`src/rtl/fdc_pkg.sv`:
```
// Shared definitions for the FDC command-phase responder: opcodes, state
// encoding, MSR bit positions and the per-opcode byte-count tables.
package fdc_pkg;

    localparam logic [4:0] OP_READ      = 5'h06;
    localparam logic [4:0] OP_WRITE     = 5'h05;
    localparam logic [4:0] OP_RECAL     = 5'h07;
    localparam logic [4:0] OP_SEEK      = 5'h0F;
    localparam logic [4:0] OP_SENSE_INT = 5'h08;
    localparam logic [4:0] OP_SPECIFY   = 5'h03;
    localparam logic [4:0] OP_SENSE_DRV = 5'h04;

    localparam logic [7:0] INVALID_ST0 = 8'h80;

    localparam int MSR_RQM  = 7;
    localparam int MSR_DIO  = 6;
    localparam int MSR_NDMA = 5;
    localparam int MSR_CB   = 4;

    typedef enum logic [1:0] {
        ST_IDLE   = 2'd0,
        ST_CMD    = 2'd1,
        ST_EXEC   = 2'd2,
        ST_RESULT = 2'd3
    } fdc_state_t;

    // Command length in bytes, opcode included
    function automatic logic [3:0] cmd_len(input logic [4:0] op);
        case (op)
            OP_READ, OP_WRITE:        cmd_len = 4'd9;
            OP_RECAL, OP_SENSE_DRV:   cmd_len = 4'd2;
            OP_SEEK, OP_SPECIFY:      cmd_len = 4'd3;
            default:                  cmd_len = 4'd1;
        endcase
    endfunction

    // Number of result bytes returned to the CPU
    function automatic logic [2:0] res_len(input logic [4:0] op);
        case (op)
            OP_READ, OP_WRITE:        res_len = 3'd7;
            OP_SENSE_INT:             res_len = 3'd2;
            OP_SENSE_DRV:             res_len = 3'd1;
            OP_RECAL, OP_SEEK,
            OP_SPECIFY:               res_len = 3'd0;
            default:                  res_len = 3'd1;
        endcase
    endfunction

    function automatic logic op_valid(input logic [4:0] op);
        case (op)
            OP_READ, OP_WRITE, OP_RECAL, OP_SEEK,
            OP_SENSE_INT, OP_SPECIFY, OP_SENSE_DRV: op_valid = 1'b1;
            default:                                op_valid = 1'b0;
        endcase
    endfunction

    // Commands whose completion raises the interrupt line
    function automatic logic op_irq(input logic [4:0] op);
        case (op)
            OP_READ, OP_WRITE, OP_SEEK, OP_RECAL: op_irq = 1'b1;
            default:                              op_irq = 1'b0;
        endcase
    endfunction

endpackage

```
`src/rtl/fdc_cmd_phase_io_decode.sv`:
```
// ISA I/O decode: address match for MSR/data register, AEN gating and
// strobe edge detection producing single-cycle write/read-advance pulses.
module fdc_cmd_phase_io_decode
    import fdc_pkg::*;
#(
    parameter logic [9:0] BASE_ADDR = 10'h3F0
) (
    input  logic       clk,
    input  logic       rst,
    input  logic [9:0] i_addr,
    input  logic       i_aen,
    input  logic       i_ior_n,
    input  logic       i_iow_n,
    output logic       o_hit_msr,
    output logic       o_hit_data,
    output logic       o_dout_en,
    output logic       o_wr_acc,
    output logic       o_rd_adv
);

    logic r_ior_q;
    logic r_iow_q;
    logic r_rd_data_hit;

    assign o_hit_msr  = (i_addr == BASE_ADDR + 10'd4);
    assign o_hit_data = (i_addr == BASE_ADDR + 10'd5);
    assign o_dout_en  = ~i_ior_n & ~i_aen & (o_hit_msr | o_hit_data);

    // Falling edge of iow_n on the data register accepts exactly one byte
    assign o_wr_acc = r_iow_q & ~i_iow_n & ~i_aen & o_hit_data;

    // Rising edge of ior_n after a data-register read advances the pointer
    assign o_rd_adv = ~r_ior_q & i_ior_n & r_rd_data_hit;

    // Strobe history and the address latched during a read strobe
    always_ff @(posedge clk) begin
        if (rst) begin
            r_ior_q       <= 1'b1;
            r_iow_q       <= 1'b1;
            r_rd_data_hit <= 1'b0;
        end else begin
            r_ior_q <= i_ior_n;
            r_iow_q <= i_iow_n;
            if (!i_ior_n) begin
                r_rd_data_hit <= o_hit_data & ~i_aen;
            end
        end
    end

endmodule

```
`src/rtl/fdc_cmd_phase.sv`:
```
// uPD765-style command/execution/result phase sequencer seen by the host
// through the MSR (BASE+4) and data register (BASE+5).
module fdc_cmd_phase
    import fdc_pkg::*;
#(
    parameter logic [9:0] BASE_ADDR = 10'h3F0,
    parameter int         NRES_MAX  = 7
) (
    input  logic        clk,
    input  logic        rst,
    input  logic [19:0] a,
    input  logic        aen,
    input  logic        ior_n,
    input  logic        iow_n,
    input  logic [7:0]  din,
    output logic [7:0]  dout,
    output logic        dout_en,
    output logic        exec_start,
    output logic [4:0]  cmd_op,
    output logic [2:0]  cmd_flags,
    output logic [63:0] cmd_params,
    input  logic        exec_done,
    input  logic [55:0] res_bytes,
    output logic        irq6
);

    fdc_state_t  r_state;
    fdc_state_t  w_state_nxt;
    logic [3:0]  r_pcnt;
    logic [4:0]  r_op;
    logic [2:0]  r_flags;
    logic [63:0] r_params;
    logic [55:0] r_res;
    logic [2:0]  r_ptr;
    logic [2:0]  r_nres;
    logic        r_exec_start;
    logic        r_irq;

    logic        w_hit_msr;
    logic        w_hit_data;
    logic        w_wr_acc;
    logic        w_rd_adv;
    logic [3:0]  w_pcnt_inc;
    logic [2:0]  w_nres_new;
    logic [7:0]  w_msr;
    logic [63:0] w_res_wide;
    logic        w_irq_set;
    logic        w_irq_clr;
    logic        w_unused_addr;

    assign w_unused_addr = ^a[19:10];

    fdc_cmd_phase_io_decode #(
        .BASE_ADDR (BASE_ADDR)
    ) u_io_decode (
        .clk        (clk),
        .rst        (rst),
        .i_addr     (a[9:0]),
        .i_aen      (aen),
        .i_ior_n    (ior_n),
        .i_iow_n    (iow_n),
        .o_hit_msr  (w_hit_msr),
        .o_hit_data (w_hit_data),
        .o_dout_en  (dout_en),
        .o_wr_acc   (w_wr_acc),
        .o_rd_adv   (w_rd_adv)
    );

    assign w_pcnt_inc = (r_pcnt == 4'd8) ? 4'd8 : r_pcnt + 4'd1;
    assign w_nres_new = (res_len(r_op) > 3'(NRES_MAX)) ? 3'(NRES_MAX) : res_len(r_op);

    // State register
    always_ff @(posedge clk) begin
        if (rst) begin
            r_state <= ST_IDLE;
        end else begin
            r_state <= w_state_nxt;
        end
    end

    // Next-state decode from host strobes and engine completion
    always_comb begin
        w_state_nxt = r_state;
        case (r_state)
            ST_IDLE: begin
                if (w_wr_acc) begin
                    if (!op_valid(din[4:0])) begin
                        w_state_nxt = ST_RESULT;
                    end else if (cmd_len(din[4:0]) == 4'd1) begin
                        w_state_nxt = ST_EXEC;
                    end else begin
                        w_state_nxt = ST_CMD;
                    end
                end
            end
            ST_CMD: begin
                if (w_wr_acc && (w_pcnt_inc == cmd_len(r_op) - 4'd1)) begin
                    w_state_nxt = ST_EXEC;
                end
            end
            ST_EXEC: begin
                if (exec_done) begin
                    w_state_nxt = (w_nres_new == 3'd0) ? ST_IDLE : ST_RESULT;
                end
            end
            ST_RESULT: begin
                if (w_rd_adv && (r_ptr == r_nres - 3'd1)) begin
                    w_state_nxt = ST_IDLE;
                end
            end
            default: w_state_nxt = ST_IDLE;
        endcase
    end

    assign w_irq_set = (r_state == ST_EXEC) && exec_done && op_irq(r_op);
    assign w_irq_clr = ((r_state == ST_IDLE) && w_wr_acc && (din[4:0] == OP_SENSE_INT)) ||
                       ((r_state == ST_RESULT) && w_rd_adv && (r_ptr == 3'd0));

    // Command capture, result latching, pointer, exec pulse and interrupt
    always_ff @(posedge clk) begin
        if (rst) begin
            r_pcnt       <= 4'd0;
            r_op         <= 5'd0;
            r_flags      <= 3'd0;
            r_params     <= 64'd0;
            r_res        <= 56'd0;
            r_ptr        <= 3'd0;
            r_nres       <= 3'd0;
            r_exec_start <= 1'b0;
            r_irq        <= 1'b0;
        end else begin
            r_exec_start <= (w_state_nxt == ST_EXEC) && (r_state != ST_EXEC);
            if (w_irq_set) begin
                r_irq <= 1'b1;
            end else if (w_irq_clr) begin
                r_irq <= 1'b0;
            end
            case (r_state)
                ST_IDLE: begin
                    if (w_wr_acc) begin
                        r_op     <= din[4:0];
                        r_flags  <= din[7:5];
                        r_params <= 64'd0;
                        r_pcnt   <= 4'd0;
                        if (!op_valid(din[4:0])) begin
                            r_res  <= {48'd0, INVALID_ST0};
                            r_ptr  <= 3'd0;
                            r_nres <= 3'd1;
                        end
                    end
                end
                ST_CMD: begin
                    if (w_wr_acc) begin
                        r_params[{r_pcnt[2:0], 3'b000} +: 8] <= din;
                        r_pcnt <= w_pcnt_inc;
                    end
                end
                ST_EXEC: begin
                    if (exec_done) begin
                        r_res  <= res_bytes;
                        r_ptr  <= 3'd0;
                        r_nres <= w_nres_new;
                    end
                end
                ST_RESULT: begin
                    if (w_rd_adv) begin
                        r_ptr <= (r_ptr == r_nres - 3'd1) ? 3'd0 : r_ptr + 3'd1;
                    end
                end
                default: ;
            endcase
        end
    end

    // Main status register per phase
    always_comb begin
        w_msr = 8'h00;
        case (r_state)
            ST_IDLE:   w_msr[MSR_RQM] = 1'b1;
            ST_CMD: begin
                w_msr[MSR_RQM] = 1'b1;
                w_msr[MSR_CB]  = 1'b1;
            end
            ST_EXEC:   w_msr[MSR_CB] = 1'b1;
            ST_RESULT: begin
                w_msr[MSR_RQM] = 1'b1;
                w_msr[MSR_DIO] = 1'b1;
                w_msr[MSR_CB]  = 1'b1;
            end
            default:   w_msr = 8'h00;
        endcase
        w_msr[MSR_NDMA] = 1'b0;
    end

    assign w_res_wide = {8'hFF, r_res};

    // Read data mux: MSR, current result byte, or idle bus value
    always_comb begin
        dout = 8'hFF;
        if (w_hit_msr) begin
            dout = w_msr;
        end else if (w_hit_data && (r_state == ST_RESULT)) begin
            dout = w_res_wide[{r_ptr, 3'b000} +: 8];
        end
    end

    assign exec_start = r_exec_start;
    assign cmd_op     = r_op;
    assign cmd_flags  = r_flags;
    assign cmd_params = r_params;
    assign irq6       = r_irq;

endmodule

```
`config.mk`:
```
export PLATFORM = sky130hd
export DESIGN_NAME = fdc_cmd_phase
export DESIGN_NICKNAME = d
export VERILOG_FILES = /design/src/rtl/fdc_pkg.sv /design/src/rtl/fdc_cmd_phase_io_decode.sv /design/src/rtl/fdc_cmd_phase.sv
export SDC_FILE = /design/constraint.sdc
export NUM_CORES = 1
export LEC_CHECK = 0
export ABC_AREA = 1
export BUFFER_PORTS_ARGS = -buffer_cell sky130_fd_sc_hd__buf_2
export CAP_MARGIN = 0
export CELL_PAD_IN_SITES_DETAIL_PLACEMENT = 1
export CELL_PAD_IN_SITES_GLOBAL_PLACEMENT = 1
export CORE_MARGIN = 2
export CORE_UTILIZATION = 30
export DETAILED_ROUTE_END_ITERATION = 12
export PLACE_DENSITY_LB_ADDON = 0.1
export RECOVER_POWER = 25
export SETUP_SLACK_MARGIN = 0.15
export SKIP_CTS_REPAIR_TIMING = 1
export SLEW_MARGIN = 10
export SYNTH_ARGS = -nofsm -noshare
export SYNTH_HDL_FRONTEND = slang
export SYNTH_SLANG_ARGS = --single-unit
```
`constraint.sdc`:
```
create_clock -name clk -period 2.43 [get_ports clk]
set_input_delay 0.243 -clock clk [delete_from_list [all_inputs] [get_ports clk]]
set_output_delay 0.243 -clock clk [all_outputs]
set_load 0.01 [all_outputs]
```
==> reports/summary.txt, run 1 <==
Status: finished clean
CP arrival: 1.90 ns
Antenna-violating nets left: 0
Worst Hold Class: in2reg
Total number of vias: 6668
CTS Root Cell: clkbuf_16
Rows: 54
Diode count: 0
Final hold violation count: 0
Relative slew slack: 13.7%
Crit Path Max Fanout: 27
# H-tree levels: 4
Starting Density: 30.7%
Post-synth cell types: 38
Largest stage delay, worst path: 0.37 ns
Final Cycle Share: 88.2%
Grt ovf: 0
Max-cap viol count: 0
Worst Setup Start Kind: flop
Post-synthesis sequential area ratio: 43.2%
CTS tree: done
First-pass GRT wire length: 36900 µm
Share of cells above drive strength 1: 20.3%
Slew Limit Fails: 0
Yosys warns: 0
CP Class: reg2out
Worst setup margin: 0.286 ns
Final WL: 23000 µm
Leakage power: 0.00320 µW
RSZ-0062 raised after global routing: true
Clock-pin slew on the worst setup and hold paths: 0.07 ns
Clock sink count: 145
Worst Path Buf+Inv: 3
Max Fclk: 466 MHz
Dpl ws: 0.256 ns
Nets@finish: 1200
Design area: 0.00842 mm²
Cells after synthesis: 943
All-Layer GR Usage: 19.5%
Mapped cell area: 0.00672 mm²
Clock buffer depth: 2
Peak supply drop: 0.000367 V
# port buffers: 162
Dominant synthesized flop cell: dfxtp_1
Area post-placement: 0.00785 mm²
Least-Margin Pin Slew: 1.30 ns
TritonCTS Buffers: 17
# setup viols final: 0
WL/cell: 16.5 µm
Die Y: 154 µm
Commonest non-fill, non-tap cell in the layout: nand2_1
First-pass DRT Iterations: 4
Largest net degree at the start of global routing: 62
Endpoint class of the critical path: primary output
Die Area: 0.0236 mm²
Flops & latches, synth: 145
Syn_area_per_cell: 7.13 µm²
Cell chain of the critical path: buf_6 -> a21oi_1 -> a221oi_1 -> o21ai_0 -> inv_1 -> buf_2
Synthesis-to-layout area growth: 25.2%
GP Congestion: 0.776
Ys async rst share: 0%
CP required: 2.19 ns
Clock Skew: 0.0125 ns
Starting DRT DRC Count: 298
Worst path slowest cell: a221oi_1
Clk_lat worst skew: 0.43 ns
Delay-heaviest family, CP: compound AO/OA/AOI/OAI gates
DRC: 0
Commonest non-fill, non-tap cells in the layout: nand2_1 (322), a21oi_1 (143), dfxtp_1 (142)
DIE WIDTH: 154 µm
DPL Wire Length: 16500 µm
Post-DR vias/cell: 4.78
Min Tclk post-route: 2.14 ns
Initial antenna violation count: 0
I/O Pins: 173
Syn Nets: 1040
TNS Setup: 0 ns
Power density over the cells: 627 mW/mm²
Number of global-route vias before repair: 6675
Post-synth EDFFs: 0
Core area: 0.0219 mm²
final cells by class:
class | instances | area [µm²]
fillers | 2845 | 13500
inverters | 72 | 270
repair buffers | 185 | 947
flip-flops and latches | 145 | 2910
multi-input cells | 682 | 3340
clock buffers | 17 | 425
well taps | 280 | 350
clock inverters | 15 | 176
cells in the mapped netlist (all sizes together), types with 7 or more instances:
library cell / n / area (µm²)
nor3: 7 / 56.3
buf: 19 / 139
o21ai: 36 / 225
nand4: 12 / 81.3
ha: 7 / 87.6
nand3: 56 / 280
nor2: 51 / 272
nand2: 335 / 1310
clkbuf: 25 / 93.8
inv: 66 / 248
a21oi: 153 / 803
dfxtp: 145 / 2900
o211ai: 9 / 67.6
path summary, 6_finish.rpt:
kind / start / end / slack [ns] / cells after the start
worst max-delay path: r_ptr[0] / dout[3] / 0.29 / 6
worst min-delay path: iow_n / u_io_decode.r_iow_q / 0.002 / 3
worst max register to register: cmd_op[3] / r_state[0] / 0.35 / 17
worst min register to register: r_res[25] / r_res[25] / 0.46 / 2
registers in the layout (all words and copies together) (netlist names):
| register | cells |
|---|---|
| r_pcnt | 4 |
| r_res | 56 |
| u_io_decode.r_ior_q | 1 |
| r_nres | 3 |
| u_io_decode.r_iow_q | 1 |
| r_state | 2 |
| u_io_decode.r_rd_data_hit | 1 |
| cmd_op | 5 |
| irq6 | 1 |
| cmd_flags | 3 |
| r_ptr | 3 |
| cmd_params | 64 |
| exec_start | 1 |
stage by stage:
step	hold WS, ns	total power [µW]	cells	util [%]
4_1_cts	-0.0155	5330	1396	38.6
3_5_place_dp	0.433	2590	1364	35.9
3_3_place_gp	0.430	2590	1364	35.9
6_report	0.00195	5280	1396	38.5
2_1_floorplan	0.340	2490	943	-
5_1_grt	0.00937	5440	1396	38.5
cell families (layout without fill, tap and decap cells):
group / after synthesis / in the layout / share of synthesized area [%]
buffers and inverters: 116 / 289 / 7.48
AOI/OAI and AO/OA: 205 / 205 / 17.1
and+or+nand+nor: 467 / 467 / 30.5
DFF: 145 / 145 / 43.2
xor gates and xnor gates: 3 / 3 / 0.391
adders and majority gates: 7 / 7 / 1.30
power by group:
part / leakage [µW] / internal, µW / switching (µW)
clock: 0.000291 / 1550 / 1190
combinational: 0.00174 / 59.3 / 96.8
sequential: 0.00117 / 2380 / 1.03
worst register-to-register path: stages, from the launching register on:
cell	delay, ns
dfxtp_1	0.34
inv_1	0.10
nand2_1	0.07
nor2_1	0.16
nand2_1	0.10
inv_1	0.10
a21oi_1	0.06
ha_1	0.30
inv_1	0.06
nand3_1	0.08
nand2_1	0.10
inv_1	0.04
nor2_1	0.10
nand3_1	0.08
nand3_1	0.07
nand3_1	0.08
nand2_1	0.07
inv_1	0.05
per-layer routing:
layer	wire length, µm	up-vias	global-route usage, %	share of wire (%)
met4	182	0	4.33	0.79
li1	-	3387	-	-
met3	1260	12	5.50	5.5
met2	9760	122	28.6	43
met5	0	-	0	0
met1	11800	3147	28.4	51
Note: power is estimated with default switching activity, not from simulation.
==> inputs of run 2 (changes only) <==
SLEW_MARGIN = 40   (was 10)
SYNTH_HIERARCHICAL = 1   (was not set)
==> run 2 against run 1 <==
  * The run now ends with capacitance limit, slew limit left
  * Critical path type unchanged
  * Synthesized area shrank 2.7%
  * Global-route usage grew 0.89 points
  * Utilization shrank 0.31 points
  * Non-clock buffer count grew 4
  * Register-to-register slack lost 0.03 ns
  * Final area shrank 2.0%
  * Sequential share of layout area grew 0.68 points
  * Via count grew 0.15%
  * First-iteration DRC count shrank 22%
  * Synthesized cell count shrank 0.32%
  * Largest power group unchanged
  * Highest routed layer unchanged
==> reports/summary.txt, run 2 <==
Final hold violation count: 0 (unchanged)
Status: complete, but fails checks (was finished clean)
Die Area: 0.0230 mm² (was 0.0236 mm²)
Flops & latches, synth: 145 (unchanged)
Rows: 54 (unchanged)
Clk_lat worst skew: 0.44 ns (was 0.43 ns)
DRC: 0 (unchanged)
# setup viols final: 0 (unchanged)
Delay-heaviest family, CP: buffers and inverters (was compound AO/OA/AOI/OAI gates)
Max-cap viol count: 1 (was 0)
Worst Setup Start Kind: flop (unchanged)
Starting Density: 30.2% (was 30.7%)
DR WL met3: 1040 µm (was 1260 µm)
Least-Margin Pin Slew: 1.56 ns (was 1.30 ns)
Top Metal Used: met4 (unchanged)
Power density over the cells: 634 mW/mm² (was 627 mW/mm²)
Clock sink count: 145 (unchanged)
First-pass DRT Iterations: 4 (unchanged)
Peak supply drop: 0.000399 V (was 0.000367 V)
Starting DRT DRC Count: 233 (was 298)
Commonest cells in the netlist: nand2_1 (330), a21oi_1 (146), dfxtp_1 (145) (was nand2_1 (322), dfxtp_1 (145), a21oi_1 (143))
Most common cell in the netlist: nand2_1 (unchanged)
Synth area leaders: dfxtp_1 (44%), nand2_1 (19%), a21oi_1 (11%) (was dfxtp_1 (43%), nand2_1 (18%), a21oi_1 (11%))
Post-DR vias/cell: 4.77 (was 4.78)
End of the worst register-to-register path: cmd_params[12] (was r_state[0])
Yosys warns: 6 (was 0)
RSZ-0062 raised after global routing: false (was true)
Initial antenna violation count: 0 (unchanged)
CTS tree: done (unchanged)
WHS: 0.0609 ns (was 0.00195 ns)
Ys async rst share: 0% (unchanged)
WL/cell: 16.4 µm (was 16.5 µm)
CP arrival: 1.89 ns (was 1.90 ns)
Diode count: 0 (unchanged)
Worst path slowest cell: dfxtp_1 (was a221oi_1)
Commonest non-fill, non-tap cell in the layout: nand2_1 (unchanged)
Worst R2R Path Depth: 10 (was 17)
DR WL met2: 11200 µm (was 9760 µm)
I/O Pins: 173 (unchanged)
Clock-pin slew on the worst setup and hold paths: 0.07 ns (about the same)
CTS Root Cell: clkbuf_16 (unchanged)
# port buffers: 162 (unchanged)
Worst Hold Class: in2reg (unchanged)
Synthesis-to-layout area growth: 26.1% (was 25.2%)
Syn_area_per_cell: 6.96 µm² (was 7.13 µm²)
Commonest non-fill, non-tap cells in the layout: nand2_1 (329), a21oi_1 (146), dfxtp_1 (144) (was nand2_1 (322), a21oi_1 (143), dfxtp_1 (142))
Endpoint class of the critical path: primary output (unchanged)
Dominant synthesized flop cell: dfxtp_1 (unchanged)
Layout fillers: 2832 (was 2845)
TritonCTS Buffers: 17 (unchanged)
Leading area contributor after synthesis: dfxtp_1 (unchanged)
Clock Skew: 0.0161 ns (was 0.0125 ns)
TNS Setup: 0 ns (unchanged)
Grt ovf: 0 (unchanged)
RR Startpoint: r_pcnt[1] (was cmd_op[3])
Cell chain of the critical path: buf_4 -> a21oi_1 -> o21ai_0 -> nand3_1 -> a31oi_1 -> buf_2 (was buf_6 -> a21oi_1 -> a221oi_1 -> o21ai_0 -> inv_1 -> buf_2)
Share of cells above drive strength 1: 18.5% (was 20.3%)
Hold path startpoint: res_bytes[35] (was iow_n)
Worst Path Buf+Inv: 2 (was 3)
First-pass GRT wire length: 36000 µm (was 36900 µm)
Crit Path Max Fanout: 16 (was 27)
Largest stage delay, worst path: 0.45 ns (was 0.37 ns)
M1 wire length: 10300 µm (was 11800 µm)
All-Layer GR Usage: 20.4% (was 19.5%)
DPL Wire Length: 16500 µm (about the same)
Fin util: 38.1% (was 38.5%)
Mapped cell area: 0.00654 mm² (was 0.00672 mm²)
Total number of vias: 6678 (was 6668)
Post-synth EDFFs: 0 (unchanged)
CP Class: reg2out (unchanged)
Post-synthesis sequential area ratio: 44.4% (was 43.2%)
Clock buffer depth: 2 (unchanged)
Leakage power: 0.00316 µW (was 0.00320 µW)
GP Congestion: 0.816 (was 0.776)
CP required: 2.19 ns (about the same)
Antenna-violating nets left: 0 (unchanged)
Nets@finish: 1203 (was 1200)
Final Cycle Share: 87.9% (was 88.2%)
Final WL: 22900 µm (was 23000 µm)
Largest net degree at the start of global routing: 128 (was 62)
DIE WIDTH: 152 µm (was 154 µm)
Worst reg2reg setup slack: 0.32 ns (was 0.35 ns)
Number of flip-flops in the largest register: 64 (unchanged)
WHS Endpoint: r_res[35] (was u_io_decode.r_iow_q)
Total Power: 5230 µW (was 5280 µW)
Hold Crit Depth: 3 (unchanged)
Min Tclk post-route: 2.14 ns (about the same)
Post-synth top area share: 44.4% (was 43.2%)
Cells after synthesis: 940 (was 943)
Slew Limit Fails: 128 (was 0)
Relative slew slack: -4.24% (was 13.7%)
Core area: 0.0216 mm² (was 0.0219 mm²)
Max Fclk: 468 MHz (was 466 MHz)
Die Y: 152 µm (was 154 µm)
Post-synth cell types: 34 (was 38)
Syn Nets: 1037 (was 1040)
# H-tree levels: 4 (unchanged)
Failing checks: capacitance limit, slew limit
Number of global-route vias before repair: 6753 (was 6675)
run 2: changes by cell type after synthesis, moves of 7 or more:
cell / delta
a21oi_2: -10
a31oi_1: +7
nor2_1: +13
nand2_1: +8
inv_2: +8
run 2: worst reg2reg max path, stage by stage (launching register included):
cell and delay (ns):
dfxtp_1 0.40, inv_1 0.08, ha_1 0.22, ha_1 0.36, inv_1 0.11, nor2_1 0.24
nand2_1 0.09, inv_1 0.12, nor2_2 0.10, a21oi_1 0.14, nor3_1 0.06
run 2: power breakdown:
group | total (µW) | switching [µW] | internal [µW]
combinational | 138 | 84.1 | 54.2
clock | 2710 | 1170 | 1540
sequential | 2380 | 0.560 | 2380
run 2: kinds of logic (layout without fill, tap and decap cells):
| family | after synthesis | in the layout | share of synthesized area [%] |
|---|---|---|---|
| AND/OR/NAND/NOR | 482 | 482 | 31.3 |
| AO/OA/AOI/OAI | 191 | 191 | 15.4 |
| flip-flops | 145 | 145 | 44.4 |
| buffers and inverters | 112 | 291 | 7.14 |
| adder cells (fa/ha/maj) | 7 | 7 | 1.34 |
| XOR/XNOR | 3 | 3 | 0.402 |
run 2: worst max path at each step:
| stage | startpoint | end | slack [ns] | cells after the start |
|---|---|---|---|---|
| final | r_ptr[1] | dout[3] | 0.29 | 6 |
| after global routing | r_pcnt[1] | cmd_params[9] | 0.13 | 10 |
| after CTS | r_ptr[0] | dout[4] | 0.26 | 6 |
| after detailed placement | a[1] | cmd_params[40] | 0.30 | 13 |
| after global placement | a[1] | cmd_params[53] | 0.36 | 13 |
| after floorplan | r_pcnt[0] | cmd_params[12] | 0.47 | 11 |
run 2: per-layer routing:
layer	up-vias	GRT usage (%)
met5	-	0
met4	0	5.93
met3	21	4.76
met2	131	36.0
met1	3139	24.8
li1	3387	-
run 2: final cells by class:
cell class	instances	area (µm²)	area share [%]
clock buffer	17	425	5.16
sequential	145	2900	35.2
tap	280	350	4.25
clock inverter	15	169	2.05
timing repair buffer	189	960	11.6
inverter	70	263	3.19
multi-input combinational	683	3180	38.5
run 2: through the flow:
step	area (µm²)	std cells	setup WS, ns
CTS	8320	1398	0.255
global route	8250	1399	0.133
global placement	7720	1366	0.359
detailed placement	7720	1366	0.302
finish	8250	1399	0.295
floorplan	6540	940	0.466
==> inputs of run 3 (changes only) <==
clock period = 2.1 ns   (was 2.43 ns; I/O delays follow)
==> run 3 against run 2 <==
  * The flow now finishes without violations
  * First-iteration DRC count fell by 9.9%
  * Final cell count rose by 1.0%
  * Utilization rose by 1.6 points
  * Count of clock-buffer cells in the layout did not move
  * Critical endpoint is now dout[4]
==> reports/summary.txt, run 3 (synthesized netlist as in run 2, its figures left out) <==
Synthesis-to-layout area growth: 31.6% (was 26.1%)
Initial antenna violation count: 0 (unchanged)
Top Metal Used: met4 (unchanged)
Commonest non-fill, non-tap cells in the layout: nand2_1 (325), a21oi_1 (144), dfxtp_1 (137) (was nand2_1 (329), a21oi_1 (146), dfxtp_1 (144))
Non-filler cells, final: 1413 (was 1399)
Layout fillers: 2800 (was 2832)
Max-cap viol count: 0 (was 1)
Crit Path Max Fanout: 8 (was 16)
Diode count: 0 (unchanged)
GP Congestion: 0.786 (was 0.816)
# placed instances: 1372 (was 1366)
Part of the power in registers: 46.1% (was 45.5%)
Status: finished clean (was complete, but fails checks)
Total number of vias: 6700 (was 6678)
Die Y: 152 µm (unchanged)
DIE WIDTH: 152 µm (unchanged)
CP Launch Point: r_ptr[0] (was r_ptr[1])
Largest net degree at the start of global routing: 54 (was 128)
All-Layer GR Usage: 20.1% (was 20.4%)
Clock Skew: 0.00997 ns (was 0.0161 ns)
Relative slew slack: 37.2% (was -4.24%)
CP arrival: 1.72 ns (was 1.89 ns)
Combinational power share: 2.7% (was 2.6%)
DPL Wire Length: 16600 µm (was 16500 µm)
Total Power: 5950 µW (was 5230 µW)
Share of cells above drive strength 1: 23.3% (was 18.5%)
CTS tree: done (unchanged)
Clock Power Share: 51.1% (was 51.9%)
Worst Hold Class: in2reg (unchanged)
Post-DR vias/cell: 4.74 (was 4.77)
Die Area: 0.0230 mm² (unchanged)
DR WL met2: 11600 µm (was 11200 µm)
Design area: 0.00860 mm² (was 0.00825 mm²)
Hold path startpoint: res_bytes[41] (was res_bytes[35])
Endpoint class of the critical path: primary output (unchanged)
Nets@finish: 1217 (was 1203)
Leakage power: 0.00328 µW (was 0.00316 µW)
Clock buffer depth: 2 (unchanged)
Slew Limit Fails: 0 (was 128)
Number of flip-flops in the largest register: 64 (unchanged)
First-pass GRT wire length: 35400 µm (was 36000 µm)
Rows: 54 (unchanged)
DR WL met3: 858 µm (was 1040 µm)
Grt ovf: 0 (unchanged)
Number of global-route vias before repair: 6667 (was 6753)
# H-tree levels: 4 (unchanged)
Sw frac: 24.8% (was 23.9%)
Peak supply drop: 0.000467 V (was 0.000399 V)
Least-Margin Pin Slew: 0.942 ns (was 1.56 ns)
First-pass DRT Iterations: 4 (unchanged)
Power density over the cells: 692 mW/mm² (was 634 mW/mm²)
CP required: 1.89 ns (was 2.19 ns)
Net Sw Power: 1470 µW (was 1250 µW)
Core area: 0.0216 mm² (unchanged)
Starting DRT DRC Count: 210 (was 233)
M1 wire length: 10300 µm (about the same)
TritonCTS Buffers: 17 (unchanged)
Final WL: 23000 µm (was 22900 µm)
# setup viols final: 0 (unchanged)
# port buffers: 162 (unchanged)
DRC: 0 (unchanged)
Clk_lat worst skew: 0.44 ns (about the same)
P_int: 4480 µW (was 3980 µW)
Fin util: 39.8% (was 38.1%)
Clock-pin slew on the worst setup and hold paths: 0.07 ns (about the same)
Clock sink count: 145 (unchanged)
CTS Root Cell: clkbuf_16 (unchanged)
Antenna-violating nets left: 0 (unchanged)
RSZ-0062 raised after global routing: true (was false)
Max Fclk: 517 MHz
CP Class: reg2out (unchanged)
Worst Setup Start Kind: flop (unchanged)
Starting Density: 30.2% (unchanged)
Final hold violation count: 0 (unchanged)
Min Tclk post-route: 1.93 ns
WL/cell: 16.3 µm (was 16.4 µm)
Final Cycle Share: 92.1%
I/O Pins: 173 (unchanged)
Area post-placement: 0.00777 mm² (was 0.00772 mm²)
RR Startpoint: cmd_op[0] (was r_pcnt[1])
Commonest non-fill, non-tap cell in the layout: nand2_1 (unchanged)
==> run 3: layout make-up <==
type / instances / area (µm²) / area share, %
Sequential cell: 145 / 2930 / 34.0
Clock inverter: 15 / 148 / 1.72
Tap cell: 280 / 350 / 4.07
Multi-Input combinational cell: 684 / 3380 / 39.3
Timing Repair Buffer: 202 / 1110 / 12.9
Inverter: 70 / 267 / 3.10
Clock buffer: 17 / 425 / 4.94
==> run 3: layer usage <==
layer	up-vias	GRT usage (%)
li1	3419	-
met1	3147	24.5
met2	116	36.4
met3	18	3.92
met4	0	4.91
met5	-	0
==> run 3: path summary, 6_finish.rpt <==
check          endpoint  slack (ns)  cells past startpoint
max             dout[4]        0.17                      7
max reg2reg  exec_start        0.27                     14
min           r_res[41]        0.03                      3
min reg2reg    r_res[7]        0.46                      2
==> run 3: stage by stage <==
| stage | hold WS [ns] | setup slack (ns) | setup TNS, ns |
|---|---|---|---|
| floorplan | 0.302 | 0.195 | 0 |
| global placement | 0.404 | 0.121 | 0 |
| detailed placement | 0.422 | 0.0851 | 0 |
| CTS | -0.0313 | -0.145 | -0.637 |
| global route | 0.0238 | 0.0666 | 0 |
| finish | 0.0288 | 0.167 | 0 |
==> run 3: critical path, cell delays in order (launching register included) <==
cell and delay, ns:
dfxtp_4 0.37, clkinvlp_4 0.11, buf_6 0.14, nand2_1 0.05, nand3_1 0.10, nand3_2 0.12
a32oi_2 0.25, buf_2 0.17
==> run 3: power by group through the flow <==
stage / combinational [µW] / sequential (µW) / clock (µW)
floorplan: 56.9 / 2810 / 0
global placement: 163 / 2810 / 0
detailed placement: 165 / 2810 / 0
CTS: 166 / 2750 / 3100
global route: 181 / 2740 / 3230
finish: 163 / 2750 / 3040
